File: src/rtl/spi_pkg.sv
// ---------------------------------------------------------------------------
// spi_pkg
//   Shared definitions for the SPI master and its clock generator.
//
//   Contents:
//     spi_state_e            - controller state encoding. Code 0 is reserved
//                              as a reset code so the encoding lines up with
//                              spi_slave; the master itself resets to idle.
//     SPI_DEFAULT_REG_WIDTH  - default shift register / data word width.
//     SPI_DEFAULT_CLK_DIV    - default master_clk cycles per spi_clk half-period.
// ---------------------------------------------------------------------------
package spi_pkg;

    typedef enum logic [2:0] {
        ST_RESET    = 3'd0,
        ST_IDLE     = 3'd1,
        ST_LOAD     = 3'd2,
        ST_TRANSACT = 3'd3,
        ST_UNLOAD   = 3'd4
    } spi_state_e;

    localparam int SPI_DEFAULT_REG_WIDTH = 8;
    localparam int SPI_DEFAULT_CLK_DIV   = 2;

endpackage

File: src/rtl/spi_clk_gen.sv
// ---------------------------------------------------------------------------
// spi_clk_gen
//   Divides master_clk down to the SPI serial clock. While enabled, a
//   half-period counter runs 0..clk_div-1; at its terminal count the serial
//   clock toggles and the counter wraps. The rise/fall strobes are asserted
//   for the single master_clk cycle whose closing edge makes spi_clk toggle,
//   so the controller acts on exactly the same edge as the serial clock.
//
//   Ports:
//     clk_i      in   master clock
//     rst_i      in   asynchronous active-high reset
//     en_i       in   run the divider (controller is transacting)
//     clr_i      in   clear divider and force serial clock low (load cycle)
//     spi_clk_o  out  serial clock, idles low
//     rise_o     out  spi_clk goes 0->1 at the next clk_i edge
//     fall_o     out  spi_clk goes 1->0 at the next clk_i edge
// ---------------------------------------------------------------------------
module spi_clk_gen
    import spi_pkg::*;
#(
    parameter int clk_div = SPI_DEFAULT_CLK_DIV
) (
    input  logic clk_i,
    input  logic rst_i,
    input  logic en_i,
    input  logic clr_i,
    output logic spi_clk_o,
    output logic rise_o,
    output logic fall_o
);

    // A divide of 1 still needs a one-bit counter to keep the code uniform.
    localparam int HW = (clk_div > 1) ? $clog2(clk_div) : 1;
    localparam logic [HW-1:0] HALF_LAST = HW'(clk_div - 1);

    logic [HW-1:0] half_cnt_q;
    logic          sclk_q;
    logic          tc;

    assign tc = en_i && (half_cnt_q == HALF_LAST);

    always_ff @(posedge clk_i or posedge rst_i) begin
        if (rst_i) begin
            half_cnt_q <= '0;
            sclk_q     <= 1'b0;
        end else if (clr_i) begin
            half_cnt_q <= '0;
            sclk_q     <= 1'b0;
        end else if (en_i) begin
            if (tc) begin
                half_cnt_q <= '0;
                sclk_q     <= ~sclk_q;
            end else begin
                half_cnt_q <= half_cnt_q + HW'(1);
            end
        end
    end

    assign spi_clk_o = sclk_q;
    assign rise_o    = tc && !sclk_q;
    assign fall_o    = tc &&  sclk_q;

endmodule

File: src/rtl/spi_master.sv
// ---------------------------------------------------------------------------
// spi_master
//   SPI mode-0 master. A transfer request on t_start (honoured only in idle)
//   latches a word and a bit count, shifts the word out MSB-first on mosi
//   while capturing miso on each spi_clk rising edge, and returns the
//   received bits right-aligned on d_out_m together with a one-cycle done.
//
//   Sequence: idle -> load (1 cycle) -> transact (2*clk_div*n cycles)
//             -> unload (1 cycle) -> idle.  A zero-length transfer skips
//             transact entirely.
//
//   Ports:
//     master_clk  in   system clock
//     rst         in   asynchronous active-high reset, aborts any transfer
//     t_start     in   transfer request
//     d_in_m      in   transmit word, MSB first
//     t_size_m    in   bits to transfer, values above reg_width clamp
//     d_out_m     out  received bits, right-aligned, held until next unload
//     done        out  one-cycle pulse when d_out_m updates
//     busy        out  high from load through unload
//     spi_clk     out  serial clock, idles low
//     mosi        out  serial data out, changes only on spi_clk falls / load
//     miso        in   serial data in, sampled on spi_clk rises
//     cs_n        out  chip select, active low for load and transact
// ---------------------------------------------------------------------------
module spi_master
    import spi_pkg::*;
#(
    parameter int reg_width     = SPI_DEFAULT_REG_WIDTH,
    parameter int counter_width = $clog2(reg_width),
    parameter int clk_div       = SPI_DEFAULT_CLK_DIV
) (
    input  logic                     master_clk,
    input  logic                     rst,
    input  logic                     t_start,
    input  logic [reg_width-1:0]     d_in_m,
    input  logic [counter_width:0]   t_size_m,
    output logic [reg_width-1:0]     d_out_m,
    output logic                     done,
    output logic                     busy,
    output logic                     spi_clk,
    output logic                     mosi,
    input  logic                     miso,
    output logic                     cs_n
);

    localparam int SZ_W = counter_width + 1;
    localparam logic [SZ_W-1:0] N_MAX = SZ_W'(reg_width);

    function automatic logic [SZ_W-1:0] clamp_size(input logic [SZ_W-1:0] sz);
        return (sz > N_MAX) ? N_MAX : sz;
    endfunction

    spi_state_e            state_q;
    logic [reg_width-1:0]  tx_sr_q;
    logic [reg_width-1:0]  rx_sr_q;
    logic [reg_width-1:0]  d_out_q;
    logic [SZ_W-1:0]       n_q;
    logic [SZ_W-1:0]       bit_cnt_q;
    logic                  done_q;
    logic                  busy_q;
    logic                  cs_n_q;

    logic [SZ_W-1:0]       n_d;
    logic [SZ_W-1:0]       bit_cnt_d;
    logic                  sclk;
    logic                  sclk_rise;
    logic                  sclk_fall;
    logic                  gen_en;
    logic                  gen_clr;
    logic                  last_fall;
    logic                  enter_unload;

    assign n_d       = clamp_size(t_size_m);
    assign bit_cnt_d = bit_cnt_q + SZ_W'(1);
    assign gen_en    = (state_q == ST_TRANSACT);
    assign gen_clr   = (state_q == ST_LOAD);

    // The falling edge that completes bit n ends the transfer; spi_clk is
    // driven low by that same edge, so it is already idle in unload.
    assign last_fall    = gen_en && sclk_fall && (bit_cnt_d == n_q);
    assign enter_unload = last_fall || ((state_q == ST_LOAD) && (n_q == '0));

    spi_clk_gen #(
        .clk_div (clk_div)
    ) u_clk_gen (
        .clk_i     (master_clk),
        .rst_i     (rst),
        .en_i      (gen_en),
        .clr_i     (gen_clr),
        .spi_clk_o (sclk),
        .rise_o    (sclk_rise),
        .fall_o    (sclk_fall)
    );

    // Outputs are registered so that they take their load/unload values
    // during those cycles: the edge that enters a state also sets its outputs.
    always_ff @(posedge master_clk or posedge rst) begin
        if (rst) begin
            state_q   <= ST_IDLE;
            tx_sr_q   <= '0;
            rx_sr_q   <= '0;
            d_out_q   <= '0;
            n_q       <= '0;
            bit_cnt_q <= '0;
            done_q    <= 1'b0;
            busy_q    <= 1'b0;
            cs_n_q    <= 1'b1;
        end else begin
            done_q <= 1'b0;
            case (state_q)
                ST_IDLE: begin
                    if (t_start) begin
                        state_q   <= ST_LOAD;
                        tx_sr_q   <= d_in_m;
                        n_q       <= n_d;
                        rx_sr_q   <= '0;
                        bit_cnt_q <= '0;
                        cs_n_q    <= 1'b0;
                        busy_q    <= 1'b1;
                    end
                end
                ST_LOAD: begin
                    state_q <= (n_q == '0) ? ST_UNLOAD : ST_TRANSACT;
                end
                ST_TRANSACT: begin
                    if (sclk_rise) begin
                        rx_sr_q <= {rx_sr_q[reg_width-2:0], miso};
                    end
                    if (sclk_fall) begin
                        bit_cnt_q <= bit_cnt_d;
                        if (last_fall) begin
                            state_q <= ST_UNLOAD;
                        end else begin
                            // mosi is the MSB of tx_sr, so it only moves here.
                            tx_sr_q <= {tx_sr_q[reg_width-2:0], 1'b0};
                        end
                    end
                end
                ST_UNLOAD: begin
                    state_q <= ST_IDLE;
                    busy_q  <= 1'b0;
                end
                default: begin
                    state_q <= ST_IDLE;
                    busy_q  <= 1'b0;
                    cs_n_q  <= 1'b1;
                end
            endcase

            // rx_sr was cleared at load, so unused upper bits read as zero.
            if (enter_unload) begin
                d_out_q <= rx_sr_q;
                done_q  <= 1'b1;
                cs_n_q  <= 1'b1;
            end
        end
    end

    assign d_out_m = d_out_q;
    assign done    = done_q;
    assign busy    = busy_q;
    assign spi_clk = sclk;
    assign mosi    = tx_sr_q[reg_width-1];
    assign cs_n    = cs_n_q;

endmodule

File: config.mk
export PLATFORM = sky130hd
export DESIGN_NAME = spi_master
export DESIGN_NICKNAME = d
export VERILOG_FILES = /design/src/rtl/spi_pkg.sv /design/src/rtl/spi_clk_gen.sv /design/src/rtl/spi_master.sv
export SDC_FILE = /design/constraint.sdc
export NUM_CORES = 1
export LEC_CHECK = 0
export ABC_AREA = 1
export BUFFER_PORTS_ARGS = -buffer_cell sky130_fd_sc_hd__buf_2
export CAP_MARGIN = 20
export CORE_UTILIZATION = 50
export DETAILED_ROUTE_END_ITERATION = 12
export GPL_ROUTABILITY_DRIVEN = 0
export PLACE_DENSITY = 0.69
export RECOVER_POWER = 100
export SLEW_MARGIN = 30
export SYNTH_ARGS = -nofsm -noshare
export SYNTH_HDL_FRONTEND = slang
export SYNTH_SLANG_ARGS = --single-unit
File: constraint.sdc
create_clock -name master_clk -period 5.3 [get_ports master_clk]
set_clock_uncertainty 0.15 [all_clocks]
set_input_delay 0.53 -clock master_clk [delete_from_list [all_inputs] [get_ports master_clk]]
set_output_delay 0.53 -clock master_clk [all_outputs]
set_load 0.1 [all_outputs]
==> summary.txt, run 1 <==
Status
  • Outcome: finished with violations
  • Failing checks: max-capacitance violations, max-slew violations

Synth
  • Netlist area before placement: 1980 µm²
  • Top FF cell, synth: dfrtp_1
  • Count leader, synth: nand2_1
  • Ranking of synthesized cells by area: dfrtp_1, nand2_1, nand3_1
  • Async SR Flop Fraction: 100%
  • Post-synth net total: 265
  • Syn Area/Cell: 7.99 µm²
  • Most frequent cells after synthesis: nand2_1, nand3_1, dfrtp_1, inv_1, o21ai_0
  • Cell taking the most area after synthesis: dfrtp_1
  • Cell variety after synth: 23
  • FF+latch count, synth: 40
  • Share of the synthesized area in the top cell type: 48.0%
  • Synthesized netlist cell count: 248
  • Post-synth EDFFs: 0
  • Register area share after synthesis: 50.6%
  • Ys Warns: 0

Floorplanning
  • Die area: 4220 µm²
  • Core Box Area: 3740 µm²
  • Initial Utilization: 52.9%
  • Row cnt: 22
  • Chip Height: 65.0 µm
  • IO Pins: 29
  • Die width: 65.0 µm

Pwr
  • Pint: 0.468 mW
  • Comb pwr share: 2.5%
  • Switching fraction of total power: 20.5%
  • Leakage power: 1.21 nW
  • Power Density: 267 nW/µm²
  • Maximum vdd drop: 0.190 mV
  • Flop pwr share: 52.8%
  • Power share of the clock group: 44.8%
  • Total Power: 0.588 mW
  • NetSw: 0.121 mW

STA
  • Final period util: 67.6%
  • Fmax: 279 MHz
  • Fin. max-slew vios: 41
  • Final min period: 3.58 ns
  • Setup tns final: 0 ns
  • Tightest Pin Transition: 2.10 ns
  • Endpoints failing hold: 0
  • Worst hold slack: 0.293 ns
  • Slew headroom: -39.9%
  • Post-layout worst setup margin: 1.72 ns
  • RSZ-0062 raised after global routing: no
  • Final setup viols: 0

Setup path
  • R2R cell count: 7
  • Worst path arrival time: 3.62 ns
  • Most frequent CP cell: nand2_1
  • CP Capture Type: register
  • RR Endpoint: tx_sr_q[0]
  • CP max stage delay: 1.09 ns
  • CP Data Required Time: 5.33 ns
  • Slowest CP cell: nor2_1
  • WS Path Type: reg -> reg
  • Worst-path fanout max: 23
  • FF-to-FF setup slack: 1.72 ns
  • Reg-to-Reg Start: state_q[0]
  • Worst path cell trace: nand2_1 -> nor2_1 -> nand3_2 -> a21oi_1 -> o21ai_4 -> nand2_1 -> nand2_1
  • CP startpoint kind: register

Clock network
  • # resized after CTS: 0
  • Clock Path Buffers: 2
  • # hold bufs at CTS: 0
  • Clock root cell: clkbuf_8
  • H-tree levels: 2
  • Post-CTS setup buffers: 0
  • Clock sink count: 40
  • CTS tree: yes
  • Clk_lat worst skew: 0.29 ns
  • Clk pin slew, worst setup/hold paths: 0.08 ns
  • CTS Buf Count: 5

Final layout
  • # diodes: 0
  • Multi-input combinational cell area: 807 µm²
  • Ratio of cells with drive above 1 in the final layout: 11.8%
  • Register Area: 1000 µm²
  • Layout area overhead: 11.3%
  • Fillers: 359
  • Final Instance Area: 2210 µm²
  • Layout Nets: 295

Global routing
  • All-Layer GR Usage: 22.4%
  • Pin count of the biggest net entering global routing: 41
  • First-pass GRT wire length: 7.12 mm
  • Vias in the first global route: 1603
  • Antenna violations before repair: 0
  • Total grt overflow: 0

Placement
  • Setup slack at placement: 3.00 ns
  • I/O Buffers: 28
  • Post-DP Area: 2150 µm²
  • Hpwl dp: 2.86 mm

Drt
  • Vias per Instance: 5.24
  • Drc violations: 0
  • Post-route ant nets: 0
  • Average routed wire per standard cell: 12.7 µm
  • Routed vias: 1713
  • 1st-iter DRT viols: 209
  • Final wirelength: 4.16 mm
  • Pre-antenna DRT Iters: 4

Hold path
  • Hold path start: t_size_m[0]
  • Hold path endpoint: n_q[0]
  • Hold path depth: 3
  • HP Class: in -> reg

Flow run
  • Max-cap check violation count: 1
## metrics by stage
step | utilization (%) | instances
floorplan | - | 248
global placement | 57.4 | 319
detailed placement | 57.4 | 319
CTS | 60.7 | 327
global route | 58.9 | 327
finish | 58.9 | 327
## cells by family (layout without fill, tap and decap cells)
| kind of cell | after synthesis | after routing | share of synthesized area, % |
|---|---|---|---|
| buffers and inverters | 29 | 60 | 6.38 |
| AO/OA/AOI/OAI | 14 | 14 | 5.30 |
| flip-flops | 40 | 40 | 50.6 |
| adder cells (fa/ha/maj) | 1 | 1 | 0.631 |
| AND/OR/NAND/NOR | 164 | 164 | 37.1 |
## critical path: cells and delay by family (launching register included)
family / cells / cell delay [ns]
AOI/OAI and AO/OA: 2 / 1.15
DFF: 1 / 0.61
and+or+nand+nor: 5 / 1.57
## final cells by class
class,instances,share of cell area [%]
Clock inverter,2,1.76
Multi-Input combinational cell,179,36.6
Tap cell,48,2.72
Sequential cell,40,45.5
Clock buffer,6,3.74
Inverter,23,3.91
Timing Repair Buffer,29,5.79
## how the worst max path moves through the flow
stage                     cells past startpoint  slack, ns    endpoint                start
after global routing                          7       1.44  tx_sr_q[7]           state_q[0]
after global placement                        7       3.08  tx_sr_q[7]           state_q[0]
final                                         7       1.72  tx_sr_q[0]           state_q[0]
after floorplan                               6       3.19  d_out_m[0]  u_clk_gen.spi_clk_o
after CTS                                     7       2.98  tx_sr_q[0]           state_q[0]
after detailed placement                      7       3.00  tx_sr_q[0]           state_q[0]
## power by group through the flow
stage	clock, mW	combinational (mW)	sequential [mW]
after floorplan	0	0.00724	0.316
after global placement	0	0.0153	0.317
after detailed placement	0	0.0155	0.317
after CTS	0.268	0.0156	0.311
after global routing	0.281	0.0175	0.311
final	0.263	0.0145	0.311
## registers in the layout (all words and copies together) (netlist names), 3 cells and up
register	count
d_out_m	8
rx_sr_q	8
tx_sr_q	8
bit_cnt_q	4
n_q	4
state_q	3
## placed cells by master, fill, tap and decap left out, types with 4 or more instances in the layout
master / count
nor2_1: 8
nand4_1: 4
clkbuf_1: 14
inv_1: 20
dfrtp_1: 38
nand3_1: 49
buf_2: 15
nand2_1: 97
clkbuf_8: 6
o21ai_0: 9
## metal layers
| metal | share of wire (%) | global-route usage, % | wire (µm) |
|---|---|---|---|
| met5 | 0 | 0 | 0 |
| met4 | 1.3 | 7.50 | 55 |
| met3 | 4.8 | 5.28 | 200 |
| met2 | 44 | 34.5 | 1810 |
| met1 | 50 | 30.9 | 2090 |
Note: power is estimated with default switching activity, not from simulation.
==> run 2: changes to the inputs <==
- clock period: 5.3 -> 3.4 ns (I/O delays scaled with it)
==> run 2 against run 1 <==
The run still ends with max-capacitance violations, max-slew violations left; first-iteration DRC count fell by 25%; fmax increased by 38%; cell area is 0.51% lower; largest cell class unchanged; worst hold slack worse by 0.18 ns; global-route usage grew 0.059 points; setup slack lost 0.91 ns; largest power group unchanged; clock power increased by 27%; sequential share of layout area increased by 0.23 points; highest routed layer unchanged.
==> summary.txt, run 2 (synthesized netlist as in run 1, its figures left out) <==
Drt
  • Routed vias: 1681 (-1.9%)
  • Post-route ant nets: 0 (unchanged)
  • Pre-antenna DRT Iters: 4 (unchanged)
  • Average routed wire per standard cell: 12.8 µm (+0.98%)
  • Drc violations: 0 (unchanged)
  • Final wirelength: 4.18 mm (+0.67%)
  • 1st-iter DRT viols: 156 (-25%)
  • Vias per Instance: 5.16 (-1.6%)

Clock network
  • Post-CTS setup buffers: 0 (unchanged)
  • # resized after CTS: 0 (unchanged)
  • Clk pin slew, worst setup/hold paths: 0.07 ns (about the same)
  • CTS Buf Count: 5 (unchanged)
  • Clock sink count: 40 (unchanged)
  • # hold bufs at CTS: 0 (unchanged)
  • Clock root cell: clkbuf_8
  • H-tree levels: 2 (unchanged)
  • Clk_lat worst skew: 0.29 ns (about the same)
  • CTS tree: yes
  • Clock Path Buffers: 2 (unchanged)

STA
  • Endpoints failing hold: 0 (unchanged)
  • Final setup viols: 0 (unchanged)
  • Setup tns final: 0 ns (unchanged)
  • Final period util: 76.2% (+8.6 points)
  • Worst hold slack: 0.109 ns (-0.184 ns)
  • Final min period: 2.59 ns (-0.991 ns)
  • Fin. max-slew vios: 41 (unchanged)
  • Slew headroom: -38.6% (+1.3 points)
  • Fmax: 386 MHz (+38%)
  • RSZ-0062 raised after global routing: no
  • Tightest Pin Transition: 2.08 ns (-0.0199 ns)

Pwr
  • Leakage power: 1.21 nW (-0.60%)
  • Power Density: 383 nW/µm² (+44%)
  • Maximum vdd drop: 0.234 mV (+23%)
  • Total Power: 0.841 mW (+43%)

Setup path
  • FF-to-FF setup slack: 0.81 ns (-0.91 ns)
  • CP Data Required Time: 3.47 ns (-1.86 ns)
  • Worst-path fanout max: 9 (-61%)
  • CP startpoint kind: register
  • Reg-to-Reg Start: bit_cnt_q[0]
  • Worst path arrival time: 2.67 ns (-0.95 ns)
  • WS Path Type: reg -> reg
  • CP Capture Type: register
  • Crit path from: bit_cnt_q[0]

Hold path
  • HP Class: in -> reg
  • Hold path start: t_size_m[0]

Status
  • Failing checks: max-capacitance violations, max-slew violations
  • Outcome: finished with violations

Final layout
  • Final Instance Area: 2190 µm² (-0.51%)
  • Most frequent cells in the layout: nand2_1, nand3_1, dfrtp_1
  • # diodes: 0 (unchanged)
  • Layout Nets: 295 (unchanged)
  • Commonest non-fill, non-tap cell in the layout: nand2_1
  • Layout area overhead: 10.7%
  • Ratio of cells with drive above 1 in the final layout: 11.9% (+0.043 points)

Global routing
  • Met1 usage: 30.2% (-0.76 points)
  • Gr busiest metal: met2
  • Antenna violations before repair: 0 (unchanged)
  • Grt met3 use: 5.28% (unchanged)
  • Pin count of the biggest net entering global routing: 41 (unchanged)
  • GRT met2 Usage: 34.6% (+0.13 points)
  • First-pass GRT wire length: 7.11 mm (about the same)
  • Vias in the first global route: 1598 (-0.31%)
  • Total grt overflow: 0 (unchanged)
  • All-Layer GR Usage: 22.5% (+0.059 points)

Placement
  • I/O Buffers: 28 (unchanged)
  • Hpwl dp: 2.87 mm (+0.28%)
  • Post-DP Area: 2150 µm² (unchanged)

Floorplanning
  • Die area: 4220 µm² (unchanged)
  • Core Box Area: 3740 µm² (unchanged)
  • Chip Height: 65.0 µm (unchanged)
  • Row cnt: 22 (unchanged)
  • Initial Utilization: 52.9% (unchanged)
  • Die width: 65.0 µm (unchanged)
  • IO Pins: 29 (unchanged)

Flow run
  • Max-cap check violation count: 1 (unchanged)
-- run 2: per-stage QoR --
step	std cells	worst slack, ns	utilization [%]
2_1_floorplan	248	1.29	-
3_3_place_gp	319	1.18	57.4
3_5_place_dp	319	1.10	57.4
4_1_cts	326	1.07	60.0
5_1_grt	326	0.516	58.6
6_report	326	0.808	58.6
-- run 2: final cells by class --
class / instances / area [µm²]
fillers: 376 / 1550
flip-flops and latches: 40 / 1000
multi-input cells: 179 / 821
repair buffers: 29 / 128
clock buffers: 7 / 96.3
inverters: 23 / 86.3
well taps: 48 / 60.1
-- run 2: worst max-delay path, cell delays in order, from the launching register on --
cell and delay (ns):
dfrtp_1 0.45, ha_1 0.36, inv_1 0.05, nand2_1 0.05, nand2_1 0.06, nor2_1 0.11
nand3_1 0.16, o21ai_0 0.86, nand2_1 0.17, nand2_1 0.10
-- run 2: worst paths after layout --
path | endpoint | cells after the start
hold / removal | n_q[0] | 3
max in group asynchronous | rx_sr_q[5] | 3
setup reg to reg | d_out_m[4] | 9
min in group asynchronous | done | 3
hold reg to reg | tx_sr_q[6] | 2
setup / recovery | d_out_m[4] | 9
-- run 2: report_power, final --
group / total [mW] / switching [mW] / internal (mW)
logic: 0.0226 / 0.0140 / 0.00860
registers: 0.484 / 0.00374 / 0.480
clock network: 0.335 / 0.154 / 0.181
-- run 2: layer usage --
layer	vias to the layer above	part of all wire, %
met3	7	5.3
met2	40	45
met1	776	48
li1	858	-
met5	-	0
met4	0	1.6
